File: src/rtl/alu_sequencer.sv
// alu_sequencer: control-side driver for the 16-bit ArithmeticUnit.
//
// Takes one instruction at a time over a valid/ready handshake. It drives one
// ALU operation select, the operands and the carry-in. It captures the ALU
// result and flags into the accumulator and flag registers, then pulses done.
//
// Ports:
//   clk, rst             clock; synchronous active-high reset
//   in_valid/in_ready    instruction handshake (ready only in IDLE)
//   in_op[3:0]           opcode
//   in_operand[15:0]     B operand
//   alu_A/alu_B          ALU operands (A = accumulator, B = latched operand)
//   alu_sel[9:0]         one-hot select: B15to0,AandB,AorB,notB,shlB,shrB,
//                        AaddB,AsubB,AmulB,AcmpB (bit 9..0)
//   alu_cin              ALU carry-in
//   alu_out/cout/zout    ALU result and flags
//   acc, c_flag, z_flag  accumulator and captured flags
//   err                  sticky illegal-opcode flag
//   done                 one-cycle completion pulse
//
// Parameter MUL_LAT (0..15): extra EXEC cycles held for multiply.
// Optional feature macro ALU_CARRY_CHAIN_EN: adds ADC (10) and SBB (11), which
// feed c_flag into alu_cin. When it is undefined those opcodes are illegal and
// alu_cin is tied low.
module alu_sequencer #(
  parameter int MUL_LAT = 2
) (
  input  logic        clk,
  input  logic        rst,
  input  logic        in_valid,
  output logic        in_ready,
  input  logic [3:0]  in_op,
  input  logic [15:0] in_operand,
  output logic [15:0] alu_A,
  output logic [15:0] alu_B,
  output logic [9:0]  alu_sel,
  output logic        alu_cin,
  input  logic [15:0] alu_out,
  input  logic        alu_cout,
  input  logic        alu_zout,
  output logic [15:0] acc,
  output logic        c_flag,
  output logic        z_flag,
  output logic        err,
  output logic        done
);

  typedef enum logic [1:0] {IDLE, EXEC, DONE} state_t;

  localparam logic [3:0] OP_MUL = 4'd8;
  localparam logic [3:0] OP_CMP = 4'd9;
  localparam logic [3:0] MLAT   = 4'(MUL_LAT);

  state_t      state;
  logic [3:0]  cnt;
  logic [3:0]  op_q;
  logic [9:0]  sel_dec;
  logic        accept;

  assign accept = in_valid && in_ready;
  assign alu_A  = acc;

  // Opcode to one-hot select. A zero result marks the opcode as illegal.
  always_comb begin
    sel_dec = '0;
    case (in_op)
      4'd0:    sel_dec = 10'b10_0000_0000;
      4'd1:    sel_dec = 10'b01_0000_0000;
      4'd2:    sel_dec = 10'b00_1000_0000;
      4'd3:    sel_dec = 10'b00_0100_0000;
      4'd4:    sel_dec = 10'b00_0010_0000;
      4'd5:    sel_dec = 10'b00_0001_0000;
      4'd6:    sel_dec = 10'b00_0000_1000;
      4'd7:    sel_dec = 10'b00_0000_0100;
      4'd8:    sel_dec = 10'b00_0000_0010;
      4'd9:    sel_dec = 10'b00_0000_0001;
`ifdef ALU_CARRY_CHAIN_EN
      4'd10:   sel_dec = 10'b00_0000_1000;  // ADC reuses the adder
      4'd11:   sel_dec = 10'b00_0000_0100;  // SBB reuses the subtractor
`endif
      default: sel_dec = '0;
    endcase
  end

  always_ff @(posedge clk) begin
    if (rst) begin
      state    <= IDLE;
      cnt      <= '0;
      op_q     <= '0;
      alu_B    <= '0;
      alu_sel  <= '0;
      acc      <= '0;
      c_flag   <= 1'b0;
      z_flag   <= 1'b0;
      err      <= 1'b0;
      done     <= 1'b0;
      in_ready <= 1'b1;
    end else begin
      case (state)
        IDLE: begin
          if (accept) begin
            op_q     <= in_op;
            alu_B    <= in_operand;
            in_ready <= 1'b0;
            if (sel_dec != '0) begin
              state   <= EXEC;
              alu_sel <= sel_dec;
              cnt     <= (in_op == OP_MUL) ? MLAT : 4'd0;
            end else begin
              // Illegal opcode: no ALU activity, straight to the done pulse.
              state <= DONE;
              err   <= 1'b1;
              done  <= 1'b1;
            end
          end
        end
        EXEC: begin
          if (cnt != 4'd0) begin
            cnt <= cnt - 4'd1;
          end else begin
            alu_sel <= '0;
            if (op_q != OP_CMP) acc <= alu_out;
            c_flag <= alu_cout;
            z_flag <= alu_zout;
            done   <= 1'b1;
            state  <= DONE;
          end
        end
        DONE: begin
          done     <= 1'b0;
          in_ready <= 1'b1;
          state    <= IDLE;
        end
        default: state <= IDLE;
      endcase
    end
  end

`ifdef ALU_CARRY_CHAIN_EN
  // Carry-in is latched at accept from the current c_flag, so it stays stable
  // for the whole EXEC window even though c_flag is rewritten at capture.
  logic cin_q;

  always_ff @(posedge clk) begin
    if (rst)
      cin_q <= 1'b0;
    else if (state == IDLE && accept)
      cin_q <= (in_op == 4'd10 || in_op == 4'd11) && c_flag;
    else if (state == EXEC && cnt == 4'd0)
      cin_q <= 1'b0;
  end

  assign alu_cin = cin_q;
`else
  assign alu_cin = 1'b0;
`endif

endmodule

File: config.mk
export PLATFORM = sky130hd
export DESIGN_NAME = alu_sequencer
export DESIGN_NICKNAME = d
export VERILOG_FILES = /design/src/rtl/alu_sequencer.sv
export SDC_FILE = /design/constraint.sdc
export NUM_CORES = 1
export LEC_CHECK = 0
export BUFFER_PORTS_ARGS = -buffer_cell sky130_fd_sc_hd__buf_2
export CORE_MARGIN = 4
export CORE_UTILIZATION = 50
export DETAILED_ROUTE_END_ITERATION = 10
export PLACE_DENSITY = 0.95
export SLEW_MARGIN = 20
export SYNTH_ARGS = -nofsm -noshare
export SYNTH_HDL_FRONTEND = slang
export SYNTH_SLANG_ARGS = --single-unit
File: constraint.sdc
create_clock -name clk -period 2.7 [get_ports clk]
set_input_delay 0.405 -clock clk [delete_from_list [all_inputs] [get_ports clk]]
set_output_delay 0.405 -clock clk [all_outputs]
set_load 0.02 [all_outputs]
==> flow_summary.yaml <==
finish:
  nFillCells: 408
  finalInstanceArea_um2: 3100
  multi_input_area_um2: 1100
  syn_to_final_growth_pct: 25.2
  antennaDiodeCount: 0
  final_core_util: 0.652
  fin_nets: 414
  drive_gt1_frac: 0.335
  final-seq-area_um2: 1140
sta:
  finalSetupViolations: 0
  rsz0062_at_grt: "no"
  hold_violations: 0
  worst_pin_slew_ns: 0.954
  maxSlewViolCount: 0
  fmax_ghz: 0.447
  fin_crit_sh: 0.828
  worst_clock_skew_ns: 0.00770
  min_period_ns: 2.24
  max_slew_margin: 0.364
  finalSetupTns_ns: 0
synth:
  yosysMostFrequentCell: "dfxtp_1"
  ys_seq_area_frac: 0.461
  synth-edff-count: 0
  yosys_warnings: 0
  syn_inst: 286
  syn_nets: 332
  yosysTopAreaCell: "dfxtp_1"
  synth_ff_type: "dfxtp_1"
  yosys-top-cells-area: "dfxtp_1 (46%), nand2_1 (7.9%), a21oi_1 (7.5%), mux2i_1 (6.5%), buf_4 (6.1%)"
  ys_seq_elements: 57
  synthDistinctLibCells: 40
  syn_area_per_cell_um2: 8.66
  synth_top_cells_by_count: "dfxtp_1 (57), nand2_1 (52), a21oi_1 (37), nor2_1 (21), buf_4 (20)"
  synth_top_area_frac: 0.461
  async_flop_share: 0
  syn-cell-area_um2: 2480
worst_setup_path:
  cp-end-kind: "register"
  worst_setup_path_start_kind: "register"
  ff2ff_setup_slack_ns: 0.46
  rr_worst_depth: 6
  r2r_start: "state[1]"
  startpoint: "state[1]"
  r2r-end: "acc[9]"
  cp_slowest_cell: "a31oi_4"
  cpPeakStageDelay_ns: 0.72
  worstPathArrival_ns: 2.42
  timing.critical_path.to: "acc[9]"
  crit_chain: "inv_1, ha_1, nand4bb_1, a31oi_4, mux2i_1, nor2_1"
  path_class: "register to register"
  required_ns: 2.89
  critPathMaxFanout: 16
die:
  chipWidth_um: 78.4
  num_rows: 25
  dieArea_um2: 6140
  io_pins: 105
  coreArea_um2: 4750
  die_h_um: 78.4
  initial_core_util: 0.521
grt:
  gr-total-overflow: 0
  grt_first_pass_wirelength_um: 10000
  antenna_found_initial: 0
  grt_max_degree: 57
  grt_use_total: 0.205
  grt_pass1_vias: 2275
drt:
  wl_per_cell_um: 13.6
  drt_pre_antenna_iters: 4
  drt_iter0_drc: 141
  finalWirelength_um: 5970
  post-route-drc-count: 0
  ant_nets: 0
  via_per_inst: 5.21
  vias: 2292
power_and_ir_drop:
  seqPwrFrac: 0.399
  power_density_nw_per_um2: 793
  intPower_mw: 1.69
  p_comb_frac: 0.246
  p_clk_frac: 0.355
  p_leak_nw: 1.41
  peakVddDrop_uv: 398
  switchingPower_uw: 768
  p_sw_frac: 0.312
placement:
  dpl_cell_area_um2: 2880
  gp_congestion: 0.784
  io_buffers: 103
  hpwl_um: 4290
cts:
  clk_latency_ns: 0.33
  ctsHoldBuffers: 0
  clk_pin_slew_ns: 0.07
  cts_sinks: 57
  numCtsBuffers: 9
  cts_root_buffer: "clkbuf_8"
  htree_levels: 3
  cts_tree: "yes"
  clock_path_buffers: 2
  ctsResizeCount: 0
  cts_setup_buffers: 0
outcome:
  status: "complete, no violations"
job:
  maxCapViolations: 0
min_path:
  hold_path.class: "primary input to register"
worst max-delay path: cells and delay by family (launching register included):
| family | cells | cell delay (ns) |
|---|---|---|
| compound gates | 1 | 0.72 |
| simple gates | 2 | 0.42 |
| flops | 1 | 0.33 |
| mux | 1 | 0.29 |
| fa+ha+maj | 1 | 0.26 |
| buf+inv | 1 | 0.08 |
cells in the final DEF, fill, tap and decap left out, types with 2 or more instances in the layout:
cell type  Yosys  layout
nor2_1        21      21
o22ai_1        3       3
or4_1          8       8
dfxtp_1       57      57
clkbuf_8       0      10
a21oi_1       37      37
o21a_1         2       2
mux2i_1       16      16
nand2b_1       4       4
a21boi_0       2       2
o21ai_0       12      12
buf_2          0     103
clkinv_2       0       2
bufinv_16      0       2
nand3_1        3       3
buf_4         20       2
inv_1          6       6
nand2_1       52      52
ha_1           5       5
nand4b_1       3       3
sequential cells by signal, summed over array words and instances (netlist names):
register and cells:
c_flag 1, err 1, z_flag 1, done 1, alu_B 16, in_ready 1, cnt 4, acc 16
state 2, op_q 4, alu_sel 10
kinds of logic after synthesis:
kind of cell	count (synthesis)	share of synthesized area
buf+inv	40	0.0940
mux	16	0.0647
fa+ha+maj	5	0.0253
flops	57	0.461
simple gates	101	0.194
other cells	1	0.00151
compound gates	66	0.160
worst min-delay path by stage:
stage / start / end / slack (ns) / cells past startpoint
6_report: alu_out[11] / acc[11] / 0.30 / 3
3_3_place_gp: alu_B[0] / alu_B[0] / 0.44 / 2
5_1_grt: alu_out[12] / acc[12] / 0.30 / 3
3_5_place_dp: alu_B[2] / alu_B[2] / 0.44 / 2
4_1_cts: in_operand[10] / alu_B[10] / 0.29 / 3
2_1_floorplan: op_q[2] / op_q[2] / 0.44 / 2
layout make-up:
cell class	count	share of cell area
repair buffers	105	0.171
multi-input cells	189	0.356
clock buffers	11	0.0456
clock inverters	5	0.0254
flip-flops and latches	57	0.368
well taps	67	0.0270
inverters	6	0.00726
layer usage:
metal / wire (um) / vias to the layer above / track usage
li1: - / 1125 / -
met1: 2360 / 1069 / 0.220
met2: 3130 / 84 / 0.366
met3: 359 / 14 / 0.0528
met4: 107 / 0 / 0.108
met5: 0 / - / 0
power groups by stage:
stage          clock network, mW  registers (mW)  logic, mW
2_1_floorplan                  0            1.07      0.385
3_5_place_dp                   0           0.998      0.605
4_1_cts                    0.892           0.980      0.608
3_3_place_gp                   0           0.994      0.582
5_1_grt                    0.928           0.992      0.669
6_report                   0.874           0.981      0.605
metrics by stage:
stage,instances,hold WS (ns),total power [mW],setup WS [ns]
2_1_floorplan,286,0.436,1.45,0.890
3_3_place_gp,424,0.439,1.58,0.627
3_5_place_dp,424,0.444,1.60,0.489
4_1_cts,440,0.295,2.48,0.466
5_1_grt,440,0.296,2.59,0.267
6_report,440,0.304,2.46,0.465
(Power assumes the default switching activity.)
